`src/rtl/alu_pkg.sv`:
```
// Shared ALU types: FSM state shared by multiplier and divider, Booth digit encoding.
// Latency: n/a (types and constants only).
// Backpressure: n/a.
// Contents: alu_state_t (IDLE/RUN/DONE), MUL_ITERS, booth_mag_t, booth_digit_t.
package alu_pkg;

  typedef enum logic [1:0] {
    IDLE = 2'd0,
    RUN  = 2'd1,
    DONE = 2'd2
  } alu_state_t;

  localparam int MUL_ITERS = 16;

  // Radix-4 Booth digit as sign + magnitude; magnitude is 0, 1 or 2 times m.
  typedef enum logic [1:0] {
    MAG_0 = 2'd0,
    MAG_1 = 2'd1,
    MAG_2 = 2'd2
  } booth_mag_t;

  typedef struct packed {
    logic       neg;
    booth_mag_t mag;
  } booth_digit_t;

endpackage

```
`src/rtl/booth_digit_recoder.sv`:
```
// Maps a radix-4 Booth bit triplet {q[2i+1], q[2i], q[2i-1]} to a signed digit.
// Latency: purely combinational.
// Backpressure: none.
// Ports: triplet (3-bit input), digit (booth_digit_t output).
module booth_digit_recoder
  import alu_pkg::*;
(
  input  logic [2:0]   triplet,
  output booth_digit_t digit
);

  always_comb begin
    digit.neg = 1'b0;
    digit.mag = MAG_0;
    case (triplet)
      3'b001, 3'b010: digit.mag = MAG_1;
      3'b011:         digit.mag = MAG_2;
      3'b100: begin
        digit.neg = 1'b1;
        digit.mag = MAG_2;
      end
      3'b101, 3'b110: begin
        digit.neg = 1'b1;
        digit.mag = MAG_1;
      end
      default: ; // 000 / 111 encode a zero digit
    endcase
  end

endmodule

```
`src/rtl/booth_mul_32_bit.sv`:
```
// Sequential 32x32 signed radix-4 Booth multiplier producing a 64-bit HI/LO product.
// Latency: 16 cycles from the accepting edge to done; one multiply per 18 cycles.
// Backpressure: start is sampled only in IDLE; start and operand changes while busy are ignored.
// Ports: clk, clr (async active-high), start, m, q in; busy, done, hi, lo out (all state-derived).
module booth_mul_32_bit
  import alu_pkg::*;
(
  input  logic        clk,
  input  logic        clr,
  input  logic        start,
  input  logic [31:0] m,
  input  logic [31:0] q,
  output logic        busy,
  output logic        done,
  output logic [31:0] hi,
  output logic [31:0] lo
);

  alu_state_t   state, state_nxt;
  logic [31:0]  m_reg, q_reg;
  logic [63:0]  acc, acc_nxt;
  logic [3:0]   cnt;
  logic         last_iter;

  logic [32:0]  q_ext;
  logic [2:0]   triplet;
  booth_digit_t digit;
  logic [63:0]  m_ext, mag_val, pp;

  // Append the implicit q[-1] = 0 below bit 0 so triplet i starts at bit 2i.
  assign q_ext     = {q_reg, 1'b0};
  assign triplet   = q_ext[{cnt, 1'b0} +: 3];
  assign last_iter = (cnt == 4'(MUL_ITERS - 1));

  booth_digit_recoder u_recoder (
    .triplet (triplet),
    .digit   (digit)
  );

  always_comb begin
    m_ext = {{32{m_reg[31]}}, m_reg};
    case (digit.mag)
      MAG_1:   mag_val = m_ext;
      MAG_2:   mag_val = m_ext << 1;
      default: mag_val = '0;
    endcase
    pp      = digit.neg ? (~mag_val + 64'd1) : mag_val;
    acc_nxt = acc + (pp << {cnt, 1'b0});
  end

  always_comb begin
    state_nxt = state;
    case (state)
      IDLE:    if (start) state_nxt = RUN;
      RUN:     if (last_iter) state_nxt = DONE;
      DONE:    state_nxt = IDLE;
      default: state_nxt = IDLE;
    endcase
  end

  always_ff @(posedge clk or posedge clr) begin
    if (clr) begin
      state <= IDLE;
      m_reg <= '0;
      q_reg <= '0;
      acc   <= '0;
      cnt   <= '0;
      hi    <= '0;
      lo    <= '0;
    end else begin
      state <= state_nxt;
      case (state)
        IDLE: begin
          if (start) begin
            m_reg <= m;
            q_reg <= q;
            acc   <= '0;
            cnt   <= '0;
          end
        end
        RUN: begin
          acc <= acc_nxt;
          cnt <= cnt + 4'd1;
          // Result registers only move on the final iteration so they hold
          // the previous product for the whole run.
          if (last_iter) begin
            hi <= acc_nxt[63:32];
            lo <= acc_nxt[31:0];
          end
        end
        default: ;
      endcase
    end
  end

  assign busy = (state != IDLE);
  assign done = (state == DONE);

endmodule

```
`config.mk`:
```
export PLATFORM = sky130hd
export DESIGN_NAME = booth_mul_32_bit
export DESIGN_NICKNAME = d
export VERILOG_FILES = /design/src/rtl/alu_pkg.sv /design/src/rtl/booth_digit_recoder.sv /design/src/rtl/booth_mul_32_bit.sv
export SDC_FILE = /design/constraint.sdc
export NUM_CORES = 1
export LEC_CHECK = 0
export BUFFER_PORTS_ARGS = -buffer_cell sky130_fd_sc_hd__clkbuf_2
export CAP_MARGIN = 20
export CORE_MARGIN = 3
export CORE_UTILIZATION = 35
export CTS_BUF_LIST = sky130_fd_sc_hd__clkbuf_4 sky130_fd_sc_hd__clkbuf_8 sky130_fd_sc_hd__clkbuf_16
export DETAILED_ROUTE_END_ITERATION = 8
export PLACE_DENSITY = 0.49
export REMOVE_ABC_BUFFERS = 1
export SYNTH_ARGS = -nofsm -noshare
export SYNTH_HDL_FRONTEND = slang
export SYNTH_SLANG_ARGS = --single-unit
```
`constraint.sdc`:
```
create_clock -name clk -period 24.3 [get_ports clk]
set_input_delay 3.645 -clock clk [delete_from_list [all_inputs] [get_ports clk]]
set_output_delay 3.645 -clock clk [all_outputs]
set_load 0.02 [all_outputs]
```
Word level (Yosys, flattened, before mapping) --
Cells that the tools add are included.
Word-level totals: logic and storage cells 47, bits in read-only memories 0, output and inout port bits 66, RAM bits 0, memories kept 0, input bits 67, register bits after elaboration 198, latch bits 0
Cells by class: multipliers 0, reduce and logical (&&, ||, !) cells 10, divide/modulo/power cells 0, shift-type cells 2, equality and inequality tests 13, bitwise logic cells 1, mux-type cells 11, $add $sub $neg 3, order comparisons 0
Operators with widths (number):
- $pmux 64 s2 | 2
- $mux 64 | 2
- $add 64x1->64 const B | 1
- $add 64x64->64 | 1
- $not 64->64 | 1
- $shl 64x5->64 | 1
- $shiftx 33x6->3 | 1
- $eq 3x3->1 const B | 3
- $pmux 2 s2 | 2
- $pmux 4 s2 | 1
- $reduce_and 2->1 | 4
- $eq 3x2->1 const B | 2
- $add 4x1->4 const B | 1
- $eq 2x1->1 const B | 2
- $eq 2x2->1 const B | 2
- $eq 4x4->1 const B | 1
- $mux 2 | 2
- $mux 4 | 1
- $ne 2x2->1 const B | 2
- $reduce_bool 2->1 | 2
- $reduce_or 4->1 | 1
- $eq 3x1->1 const B | 1
- $reduce_or 3->1 | 1
- $logic_not 2->1 | 1
- 2 further kinds | 2

Longest topological paths before layout --
Gate-level depths: netlist of the first run.
word-level depth 12, mapped depth 43, depth with buffers taken out 35

Hierarchy --
Synthesis of the first run repeated with hierarchy kept, for this count alone.
Second synthesis, totals: cell total of the unflattened synthesis 1946, area, all modules 15210.8 µm²
Modules (own cells, without submodules):
- booth_mul_32_bit | area an instance 15179.6 µm², seq. area each 4954.8 µm², instances 1, cells each 1941
- booth_digit_recoder | area an instance 31.3 µm², seq. area each 0.0 µm², instances 1, cells each 5

Worst setup path before layout of the first run --
Ideal clock, no wire load.
path kind register to register, from reg cnt[0], to reg hi[29], stages on the path, launching flop included 39, period minus slack after synthesis 8.672 ns, path buffers 7, setup time 0.125 ns, setup slack 15.628 ns, arrival time 8.548 ns, required time 24.175 ns, path through dfrtp_1 clkbuf_1 clkbuf_1 mux4_2 mux4_2 inv_1 ha_1 mux2_2 inv_1 ha_1 buf_2 buf_2 nor2b_1 buf_2 buf_1 a22oi_1 ha_1 o21ai_1 (+3 left out) nor3_1 a2bb2oi_1 o21a_1 or2_1 a21oi_1 a21oi_1 ha_1 clkbuf_1 and4_1 nand2_1 o22ai_1 a211oi_1 o31ai_4 a41oi_4 o41ai_4 a311o_1 xor2_1 mux2_2
Between the ends: cells in the longest elaborated chain, start to end 11, elaborated cells on any way between the ends 22, those cells by class add/sub (2); eq/ne (9); shift (2); mux (4); bitwise (1); reduce/logical (4)
Ends and longest elaborated chain:
- from (decl) | line booth_mul_32_bit.sv:22 | logic [3:0] cnt;
- from (signal assigned) | line booth_mul_32_bit.sv:83 | cnt <= cnt + 4'd1;
- $shiftx 33x6->3 | line booth_mul_32_bit.sv:32 | assign triplet = q_ext[{cnt, 1'b0} +: 3];
- $eq 3x1->1 (tied with other cells) | line booth_digit_recoder.sv:15 | case (triplet)
- $reduce_or 4->1 (no line) or $reduce_or 2->1 (tied branches)
- $pmux 2 s2 | line booth_digit_recoder.sv:15
- $eq 2x2->1 or $eq 2x1->1 (tied branches) | line booth_mul_32_bit.sv:42 | case (digit.mag)
- $pmux 64 s2 | line booth_mul_32_bit.sv:42
- $not 64->64 | line booth_mul_32_bit.sv:47 | pp = digit.neg ? (~mag_val + 64'd1) : mag_val;
- $add 64x1->64 | line booth_mul_32_bit.sv:47
- $mux 64 | line booth_mul_32_bit.sv:47
- $shl 64x5->64 | line booth_mul_32_bit.sv:48 | acc_nxt = acc + (pp << {cnt, 1'b0});
- $add 64x64->64 | line booth_mul_32_bit.sv:48
- to (signal assigned) | line booth_mul_32_bit.sv:87 | hi <= acc_nxt[63:32];
- to (decl) | line booth_mul_32_bit.sv:15 | output logic [31:0] hi,
Several ways; a longest one is shown, not always the timed one. A chain may end at the register's enable or synchronous reset.

Worst setup path after layout of the first run --
from reg cnt[1], to reg acc[63]
Between the ends: cells in the longest elaborated chain, start to end 12, elaborated cells on any way between the ends 21, those cells by class add/sub (2); eq/ne (8); shift (2); mux (5); bitwise (1); reduce/logical (3)
Ends and longest elaborated chain:
- $shiftx 33x6->3 | line booth_mul_32_bit.sv:32
- $eq 3x1->1 (tied with other cells) | line booth_digit_recoder.sv:15
- $reduce_or 4->1 (no line) or $reduce_or 2->1 (tied branches)
- $pmux 2 s2 | line booth_digit_recoder.sv:15
- $eq 2x2->1 or $eq 2x1->1 (tied branches) | line booth_mul_32_bit.sv:42
- $pmux 64 s2 | line booth_mul_32_bit.sv:42
- $not 64->64 | line booth_mul_32_bit.sv:47
- $add 64x1->64 | line booth_mul_32_bit.sv:47
- $mux 64 | line booth_mul_32_bit.sv:47
- $shl 64x5->64 (*) | line booth_mul_32_bit.sv:48
- $add 64x64->64 (*) | line booth_mul_32_bit.sv:48
- $pmux 64 s2 (*) | line booth_mul_32_bit.sv:72 | case (state)
- to (signal assigned) | line booth_mul_32_bit.sv:82 | acc <= acc_nxt;
- to (decl) | line booth_mul_32_bit.sv:21 | logic [63:0] acc, acc_nxt;
Mark *: on every way between the ends. The rest lies on a longest branch, timed or not.

==> results of run 1 <==
[worst paths after layout]
kind | endpoint | slack [ps] | startpoint
max | acc[63]$_DFFE_PP0P_ | 13650 | cnt[1]$_DFFE_PP0P_
min | hi[14]$_DFFE_PP0P_ | 470 | hi[14]$_DFFE_PP0P_
max reg2reg | acc[63]$_DFFE_PP0P_ | 13650 | cnt[1]$_DFFE_PP0P_
min reg2reg | hi[14]$_DFFE_PP0P_ | 470 | hi[14]$_DFFE_PP0P_
max in group asynchronous | cnt[1]$_DFFE_PP0P_ | 19730 | clr
min in group asynchronous | m_reg[3]$_DFFE_PP0P_ | 3170 | clr
[cell usage after synthesis, drive strengths merged, types with 15 or more instances]
cell | instances | area, um2
nand2 | 280 | 1050
dfrtp | 198 | 4950
o21ai | 148 | 741
nor2 | 133 | 507
a21oi | 127 | 658
clkbuf | 85 | 319
mux2 | 77 | 867
ha | 71 | 888
a22o | 50 | 438
xnor2 | 43 | 377
xor2 | 40 | 350
a21o | 38 | 285
inv | 38 | 143
buf | 35 | 180
mux2i | 30 | 300
a22oi | 26 | 195
a31oi | 23 | 144
o22ai | 23 | 156
o21bai | 20 | 150
a211oi | 19 | 148
nand3 | 18 | 100
nand4 | 18 | 113
nor3 | 17 | 90.1
o211ai | 15 | 113
o21a | 15 | 113
[kinds of logic (layout without fill, tap and decap cells)]
logic type	Yosys count	count (layout)	share of synthesized area [%]
flip-flops	198	198	33.2
buffers and inverters	159	223	4.33
adder cells (fa/ha/maj)	72	72	6.09
XOR/XNOR	83	83	4.87
AND/OR/NAND/NOR	544	544	16.0
AO/OA/AOI/OAI	576	576	25.8
multiplexers	119	119	9.64
[final cells by class]
class / count / share of cell area [%]
Multi-Input combinational cell: 1394 / 56.4
Tap cell: 539 / 4.07
Sequential cell: 198 / 29.9
Timing Repair Buffer: 152 / 4.89
Inverter: 39 / 0.928
Clock buffer: 19 / 2.66
Clock inverter: 13 / 1.13
[stage by stage]
stage	hold WS, ps	std cells
2_1_floorplan	452	1631
3_3_place_gp	459	2322
3_5_place_dp	464	2322
4_1_cts	483	2354
5_1_grt	498	2354
6_report	474	2354
[routing by layer]
layer / vias to the layer above / routed length (um) / track usage (%)
met5: - / 0 / 0
met4: 0 / 766 / 5.69
met3: 50 / 1540 / 3.44
met2: 277 / 19800 / 30.7
met1: 6285 / 22600 / 29.6
li1: 6476 / - / -
[worst min-delay path, cell delays in order, from the launching register on]
cell,delay (ps)
dfrtp_1,340
nand2_1,50
nand2_1,50
==> out/qor.yml, run 1 <==
setup_path:
  endpoint_kind: "flip-flop"
  cp_num_buf_inv: 4
  slowest_stage: "nor4_2"
  startpoint_type: "flip-flop"
  critical-path-top-delay-family: "simple AND/OR/NAND/NOR gates"
  crit_arrival_ps: 11080
  worst_path_largest_cell_delay_ps: 920
  critical_path_required_ps: 24730
  worstSetupPathDepth: 34
  reg2reg_depth: 34
  crit_fanout: 74
  path_common_cell: "ha_1"
  critPathKind: "reg2reg"
global_routing:
  grt_pass1_vias: 12700
  grt.total_usage_pct: 20.2
  grt_max_degree: 76
  antenna_found_initial: 0
  grt_pass1_wl_mm: 72.0
  gr-total-overflow: 0
logic_synthesis:
  synth-main-ff-cell: "dfrtp_1"
  synth-seq-cells: 198
  synth-seq-area-share_pct: 33.2
  syn-cell-area_um2: 14900
  avgSynthCellArea_um2: 8.52
  syn_inst: 1751
  synth_async_sr_flop_share_pct: 100
  synth_cell_types: 86
  yosys_warnings: 0
  synth-edff-count: 0
place:
  pre_cts_ws_ps: 13810
  place.gp.congestion: 0.926
  dpl_cell_area_um2: 16000
  dp_hpwl_mm: 33.7
  portBuffers: 132
floorplan:
  die_y_um: 212
  dieArea_um2: 45100
  fp.coreArea_um2: 42000
  die_w_um: 212
  io_pins: 133
  start_util_pct: 35.5
  num_rows: 75
final_layout:
  largest_register: "acc"
  final_cell_mix: "280 x nand2_1, 195 x dfrtp_1, 132 x clkbuf_2, 130 x nor2_1"
  fill_cells: 4398
  final_area_um2: 16600
  largest_reg_flops: 64
  final_core_util_pct: 39.4
  layout-drive-gt1-share_pct: 17.2
  final_common_cell: "nand2_1"
  regArea_um2: 4960
  nNetsFinal: 1941
  multi_input_area_um2: 9350
  diodes: 0
  area_growth_pct: 11.1
timing:
  fin_ws_ps: 13650
  finalSetupViolCount: 0
  period_share_pct: 43.8
  finalHoldViolations: 0
  drv_slew: 0
  tns_ps: 0
  rsz0062_at_grt: "false"
  max_freq_mhz: 93.9
  slew_headroom_pct: 30.6
  layout_min_cycle_time_ps: 10650
  worst_pin_slew_ps: 1030
  clock_skew_ps: 16.6
drt:
  wl_per_cell_um: 19.0
  vias_per_cell: 5.56
  antenna_left: 0
  vias: 13100
  firstDrtPassIters: 6
  wirelength_mm: 44.7
  drt-initial-drc-count: 1022
  drc: 0
run:
  max_cap_violations: 0
clocking:
  cts_setup_buffers: 0
  cts-resized-gates: 0
  htree_levels: 4
  cts.path.max_buffers: 2
  clkLatencyLatePin_ps: 500
  cts.sinks: 198
  cts_made_buffers: 17
  ctsRootBufferMaster: "clkbuf_16"
  cts_tree: "built"
  cts_hold_buf: 0
  path_clk_slew_ps: 80
min_path:
  min_path_cells: 2
  hold_path_class: "reg2reg"
status:
  status: "finished, final reports clean"
Power of run 1 is left out: the tool's default activity adds up to more than one toggle a clock period on the data nets, which glitch-free logic cannot reach.
==> run 2, diff against run 1 <==
ABC_AREA = 1   (was not set)
PLACE_DENSITY = 0.5   (was 0.49)
clock period = 9.65 ns   (was 24.3 ns; I/O delays follow)
==> run 2 against run 1 <==
Net effect: via count increased by 27%; clock skew increased by 4.6 ps; first-iteration DRC count increased by 31%; register-to-register slack got worse by 12000 ps; critical endpoint is now hi[20]$_DFFE_PP0P_; setup slack got worse by 12000 ps; final cell count increased by 34%; critical path type unchanged; cell area increased by 7.6%; hold slack improved by 8.0 ps.
==> out/qor.yml, run 2 <==
clocking:
  cts_tree: "built"
  ctsRootBufferMaster: "clkbuf_16"
  cts_hold_buf: 0  # unchanged
  cts_setup_buffers: 0  # unchanged
  htree_levels: 4  # unchanged
  cts_made_buffers: 17  # unchanged
  cts.path.max_buffers: 2  # unchanged
  cts.sinks: 198  # unchanged
  clkLatencyLatePin_ps: 510  # about the same
  cts-resized-gates: 0  # unchanged
  path_clk_slew_ps: 80  # about the same
logic_synthesis:
  yosysTopAreaCell: "dfrtp_1"
  synth-seq-cells: 198  # unchanged
  yosys_warnings: 0  # unchanged
  synth-main-ff-cell: "dfrtp_1"
  syn_inst: 2481  # +42%
  avgSynthCellArea_um2: 6.48  # -24%
  synth-edff-count: 0  # unchanged
  syn-cell-area_um2: 16100  # +7.9%
  ys_top_cells_by_area: "dfrtp_1 31%, nand2_1 20%, nand3_1 9.9%, ha_1 5.5%, nor2_1 5.1%"
  synth.most_common_cell: "nand2_1"
  synth_cell_types: 48  # -44%
  yosysTopAreaCellShare_pct: 30.8  # -2.4 points
  synth-seq-area-share_pct: 30.8  # -2.4 points
  synth_async_sr_flop_share_pct: 100  # unchanged
  netlist_top_cells_count: "871 x nand2_1, 318 x nand3_1, 219 x nor2_1"
final_layout:
  largest_register: "acc"
  area_growth_pct: 10.8
  final_cell_mix: "870 x nand2_1, 318 x nand3_1, 217 x nor2_1, 199 x inv_1, 198 x dfrtp_1"
  largest_reg_flops: 64  # unchanged
  nNetsFinal: 2700  # +39%
  fill_cells: 4979  # +13%
  final_common_cell: "nand2_1"
  layout-drive-gt1-share_pct: 11.0  # -6.3 points
  diodes: 0  # unchanged
setup_path:
  critPathKind: "reg2reg"
  startpoint_type: "flip-flop"
  r2r-start: "cnt[1]$_DFFE_PP0P_"
  path_common_cell: "nand2_1"
  r2r_end: "hi[20]$_DFFE_PP0P_"
  endpoint_kind: "flip-flop"
  reg2reg_depth: 36  # +5.9%
  worst_path_largest_cell_delay_ps: 690  # -230 ps
  slowest_stage: "ha_1"
  r2r_setup_slack_ps: 1810  # -11850 ps
  crit_start: "cnt[1]$_DFFE_PP0P_"
  crit_end: "hi[20]$_DFFE_PP0P_"
  crit_fanout: 21  # -72%
  critical_path_required_ps: 10040  # -14690 ps
  crit_arrival_ps: 8230  # -2850 ps
timing:
  drv_slew: 0  # unchanged
  clock_skew_ps: 21.2  # +4.62 ps
  finalHoldViolations: 0  # unchanged
  slew_headroom_pct: 45.9  # +15 points
  tns_ps: 0  # unchanged
  layout_min_cycle_time_ps: 7840  # -2800 ps
  max_freq_mhz: 128  # +36%
  rsz0062_at_grt: "false"
  period_share_pct: 81.3  # +37 points
  worst_pin_slew_ps: 803  # -230 ps
  finalSetupViolCount: 0  # unchanged
drt:
  vias: 16600  # +27%
  firstDrtPassIters: 6  # unchanged
  wl_per_cell_um: 19.0  # about the same
  drc: 0  # unchanged
  antenna_left: 0  # unchanged
  vias_per_cell: 5.24  # -5.7%
  drt-initial-drc-count: 1342  # +31%
  wirelength_mm: 60.2  # +34%
floorplan:
  dieArea_um2: 48600  # +7.6%
  die_w_um: 220  # +3.7%
  start_util_pct: 35.9  # +0.43 points
  fp.coreArea_um2: 44800  # +6.6%
  num_rows: 77  # +2.7%
  die_y_um: 220  # +3.7%
  io_pins: 133  # unchanged
global_routing:
  antenna_found_initial: 1  # +1
  grt_max_degree: 82  # +7.9%
  gr-total-overflow: 0  # unchanged
  grt_pass1_wl_mm: 94.1  # +31%
  grt_pass1_vias: 16200  # +28%
  grt.total_usage_pct: 25.5  # +5.3 points
run:
  max_cap_violations: 0  # unchanged
place:
  place.gp.congestion: 0.991  # +7.1%
  portBuffers: 132  # unchanged
  dp_hpwl_mm: 47.8  # +42%
min_path:
  hold_path_class: "reg2reg"
status:
  status: "finished, final reports clean"
run 2: changes by cell type in the layout (fill, tap and decap cells not counted), sizes merged, moves of 26 or more:
| cell | delta |
|---|---|
| nand2 | +597 |
| nand3 | +302 |
| inv | +166 |
| nor2 | +93 |
| a22o | -50 |
| xnor2 | -40 |
| a21o | -30 |
| mux2i | -30 |
| a22oi | -26 |
run 2: layer usage:
metal / track usage [%] / part of all wire, % / vias to the layer above
li1: - / - / 8310
met1: 35.4 / 47 / 7771
met2: 40.4 / 45 / 448
met3: 4.39 / 5.4 / 64
met4: 8.26 / 2.8 / 0
met5: 0 / 0 / -
run 2: critical path: cells and delay by family, from the launching register on:
family | cells | cell delay, ps
adders and majority gates | 4 | 1480
DFF | 1 | 590
xor gates and xnor gates | 1 | 160
buffers and inverters | 5 | 610
and+or+nand+nor | 17 | 2360
AOI/OAI and AO/OA | 9 | 2520
run 2: worst min-delay path by stage:
| stage | start | cells past startpoint | end | slack (ps) |
|---|---|---|---|---|
| global route | hi[2]$_DFFE_PP0P_ | 2 | hi[2]$_DFFE_PP0P_ | 510 |
| finish | hi[9]$_DFFE_PP0P_ | 2 | hi[9]$_DFFE_PP0P_ | 480 |
| detailed placement | hi[9]$_DFFE_PP0P_ | 2 | hi[9]$_DFFE_PP0P_ | 470 |
| CTS | hi[3]$_DFFE_PP0P_ | 2 | hi[3]$_DFFE_PP0P_ | 490 |
| global placement | hi[18]$_DFFE_PP0P_ | 2 | hi[18]$_DFFE_PP0P_ | 460 |
| floorplan | acc[25]$_DFFE_PP0P_ | 2 | acc[25]$_DFFE_PP0P_ | 460 |
run 2: kinds of logic after synthesis:
group / synth area share [%]
mux: 4.34
compound gates: 12.1
fa+ha+maj: 5.65
buf+inv: 7.54
xor+xnor: 1.25
simple gates: 38.3
flops: 30.8
run 2: final cells by class:
cell class,instances,area (um2),share of cell area (%)
sequential,198,4950,27.8
tap,592,741,4.15
clock inverter,15,184,1.03
timing repair buffer,153,816,4.58
inverter,205,777,4.36
clock buffer,17,425,2.39
multi-input combinational,1986,9930,55.7
run 2: through the flow:
stage	hold WS, ps	setup WS, ps	instance area, um2	util [%]	instances
floorplan	455	2230	15600	-	2389
global placement	464	1950	17200	38.4	3133
detailed placement	469	1980	17200	38.4	3134
CTS	488	1950	17800	39.8	3166
global route	510	1060	17800	39.8	3166
finish	482	1810	17800	39.8	3166
Power of run 2 is left out for the same reason.
==> run 3, diff against run 2 <==
ABC_AREA = 0   (was 1)
PLACE_DENSITY = 0.49   (was 0.5)
clock period = 7.52 ns   (was 9.65 ns; I/O delays follow)
==> run 3 against run 2 <==
Net effect: non-clock buffer count up 299; sequential cell count is the same; utilization is 6.8 points higher; hold slack worse by 9.3 ps.
==> out/qor.yml, run 3 (synthesis gave the netlist of run 1 again) <==
status:
  status: "finished, final reports clean"
floorplan:
  die_w_um: 212  # -3.6%
  start_util_pct: 35.5  # -0.43 points
  dieArea_um2: 45100  # -7.1%
  die_y_um: 212  # -3.6%
  fp.coreArea_um2: 42000  # -6.2%
  io_pins: 133  # unchanged
  num_rows: 75  # -2.6%
drt:
  firstDrtPassIters: 5  # -1
  wl_per_cell_um: 18.6  # -2.3%
  vias: 14200  # -14%
  vias_per_cell: 5.36  # +2.2%
  wirelength_mm: 49.3  # -18%
  drt-initial-drc-count: 1039  # -23%
  antenna_left: 0  # unchanged
  drc: 0  # unchanged
setup_path:
  critical_path_required_ps: 7910  # -2130 ps
  crit_fanout: 18  # -14%
  endpoint_kind: "flip-flop"
  startpoint_type: "flip-flop"
  critPathKind: "reg2reg"
  r2r_end: "hi[25]$_DFFE_PP0P_"
  path_common_cell: "buf_4"
  r2r_setup_slack_ps: 250  # -1560 ps
  slowest_stage: "mux4_2"
  reg2reg_depth: 30  # -17%
  crit_arrival_ps: 7660  # -570 ps
  r2r-start: "cnt[0]$_DFFE_PP0P_"
  worst_path_largest_cell_delay_ps: 540  # -150 ps
run:
  max_cap_violations: 0  # unchanged
final_layout:
  area_growth_pct: 31.2
  final_cell_mix: "310 x buf_4, 277 x nand2_1, 195 x dfrtp_1, 132 x clkbuf_2, 123 x nor2_1"
  final_area_um2: 19600  # +9.8%
  final_common_cell: "buf_4"
  nNetsFinal: 2241  # -17%
  layout-drive-gt1-share_pct: 34.7  # +24 points
  largest_reg_flops: 64  # unchanged
  final_core_util_pct: 46.6  # +6.8 points
  largest_register: "acc"
  layoutNonFillerInstCount: 2653  # -16%
  diodes: 0  # unchanged
clocking:
  cts_hold_buf: 0  # unchanged
  htree_levels: 4  # unchanged
  path_clk_slew_ps: 80  # about the same
  clkLatencyLatePin_ps: 500  # about the same
  cts_tree: "built"
  cts.sinks: 198  # unchanged
  cts.path.max_buffers: 2  # unchanged
  cts_made_buffers: 17  # unchanged
  ctsRootBufferMaster: "clkbuf_16"
timing:
  layout_min_cycle_time_ps: 7270  # -572 ps
  worst_pin_slew_ps: 960  # +157 ps
  tns_ps: 0  # unchanged
  finalHoldViolations: 0  # unchanged
  clock_skew_ps: 19.7  # -1.46 ps
  slew_headroom_pct: 36.0  # -9.9 points
  rsz0062_at_grt: "true"
  drv_slew: 0  # unchanged
  finalSetupViolCount: 0  # unchanged
  period_share_pct: 96.7  # +15 points
  max_freq_mhz: 138  # +7.9%
min_path:
  min_path_cells: 2  # unchanged
  holdCritStartpoint: "hi[8]$_DFFE_PP0P_"
  min_to: "hi[8]$_DFFE_PP0P_"
  hold_path_class: "reg2reg"
global_routing:
  gr-total-overflow: 0  # unchanged
  grt_pass1_vias: 14100  # -13%
  antenna_found_initial: 0  # -1
  grt_pass1_wl_mm: 77.2  # -18%
  grt_max_degree: 127  # +55%
  grt.total_usage_pct: 21.8  # -3.7 points
place:
  dpl_cell_area_um2: 18000  # +4.7%
  dpl.cell_count: 2593  # -17%
  dp_hpwl_mm: 37.5  # -22%
  place.gp.congestion: 0.928  # -6.4%
  portBuffers: 132  # unchanged
-- run 3: cell count changes in the layout (fill, tap and decap cells not counted), sizes merged, moves of 18 or more --
cell	before	now
nor2	226	133
buf	21	318
mux2i	0	30
a22oi	0	26
nand3	320	18
xor2	20	40
o22ai	2	23
nand2	877	280
a21oi	109	127
a22o	0	50
xnor2	3	43
a21o	8	38
inv	210	43
-- run 3: worst max-delay path by stage --
stage                             startpoint                  to  cells after the start
final                     cnt[0]$_DFFE_PP0P_  hi[25]$_DFFE_PP0P_                     30
after global routing      cnt[0]$_DFFE_PP0P_  hi[30]$_DFFE_PP0P_                     32
after CTS                 cnt[1]$_DFFE_PP0P_  hi[30]$_DFFE_PP0P_                     36
after detailed placement  cnt[1]$_DFFE_PP0P_  hi[30]$_DFFE_PP0P_                     31
after global placement    cnt[1]$_DFFE_PP0P_  hi[30]$_DFFE_PP0P_                     31
after floorplan           cnt[1]$_DFFE_PP0P_  hi[29]$_DFFE_PP0P_                     30
-- run 3: layout make-up --
cell class                 count  area [um2]
inverter                      39         154
multi-input combinational   1394       10100
tap                          539         674
timing repair buffer         452        3160
clock inverter                11        91.3
fill                        4241       22500
clock buffer                  20         460
sequential                   198        4960
-- run 3: stage by stage --
stage | hold slack, ps | setup slack [ps]
finish | 473 | 249
global route | 495 | -79.4
CTS | 479 | -24.2
detailed placement | 462 | -360
global placement | 459 | -325
floorplan | 452 | -3190
-- run 3: metal layers --
metal | vias up | part of all wire (%) | track usage (%)
met1 | 6835 | 49 | 30.8
li1 | 7077 | - | -
met4 | 0 | 1.7 | 6.24
met2 | 259 | 46 | 34.6
met3 | 40 | 3.3 | 3.42
met5 | - | 0 | 0
-- run 3: critical path, delay by kind of cell, from the launching register on --
| family | cells | cell delay (ps) |
|---|---|---|
| AND/OR/NAND/NOR | 6 | 1260 |
| flip-flops | 1 | 460 |
| buffers and inverters | 6 | 990 |
| multiplexers | 4 | 1630 |
| AO/OA/AOI/OAI | 10 | 1830 |
| adder cells (fa/ha/maj) | 3 | 800 |
| XOR/XNOR | 1 | 160 |
-- run 3: what timing repair did --
item / 4_1_cts / 5_1_grt
endpoints found under the setup margin: 44 / 61
resized for setup: 25 / 146
cloned: 0 / 3
setup buffers: 3 / 23
pin swaps: 5 / 69
Power of run 3 is left out for the same reason.
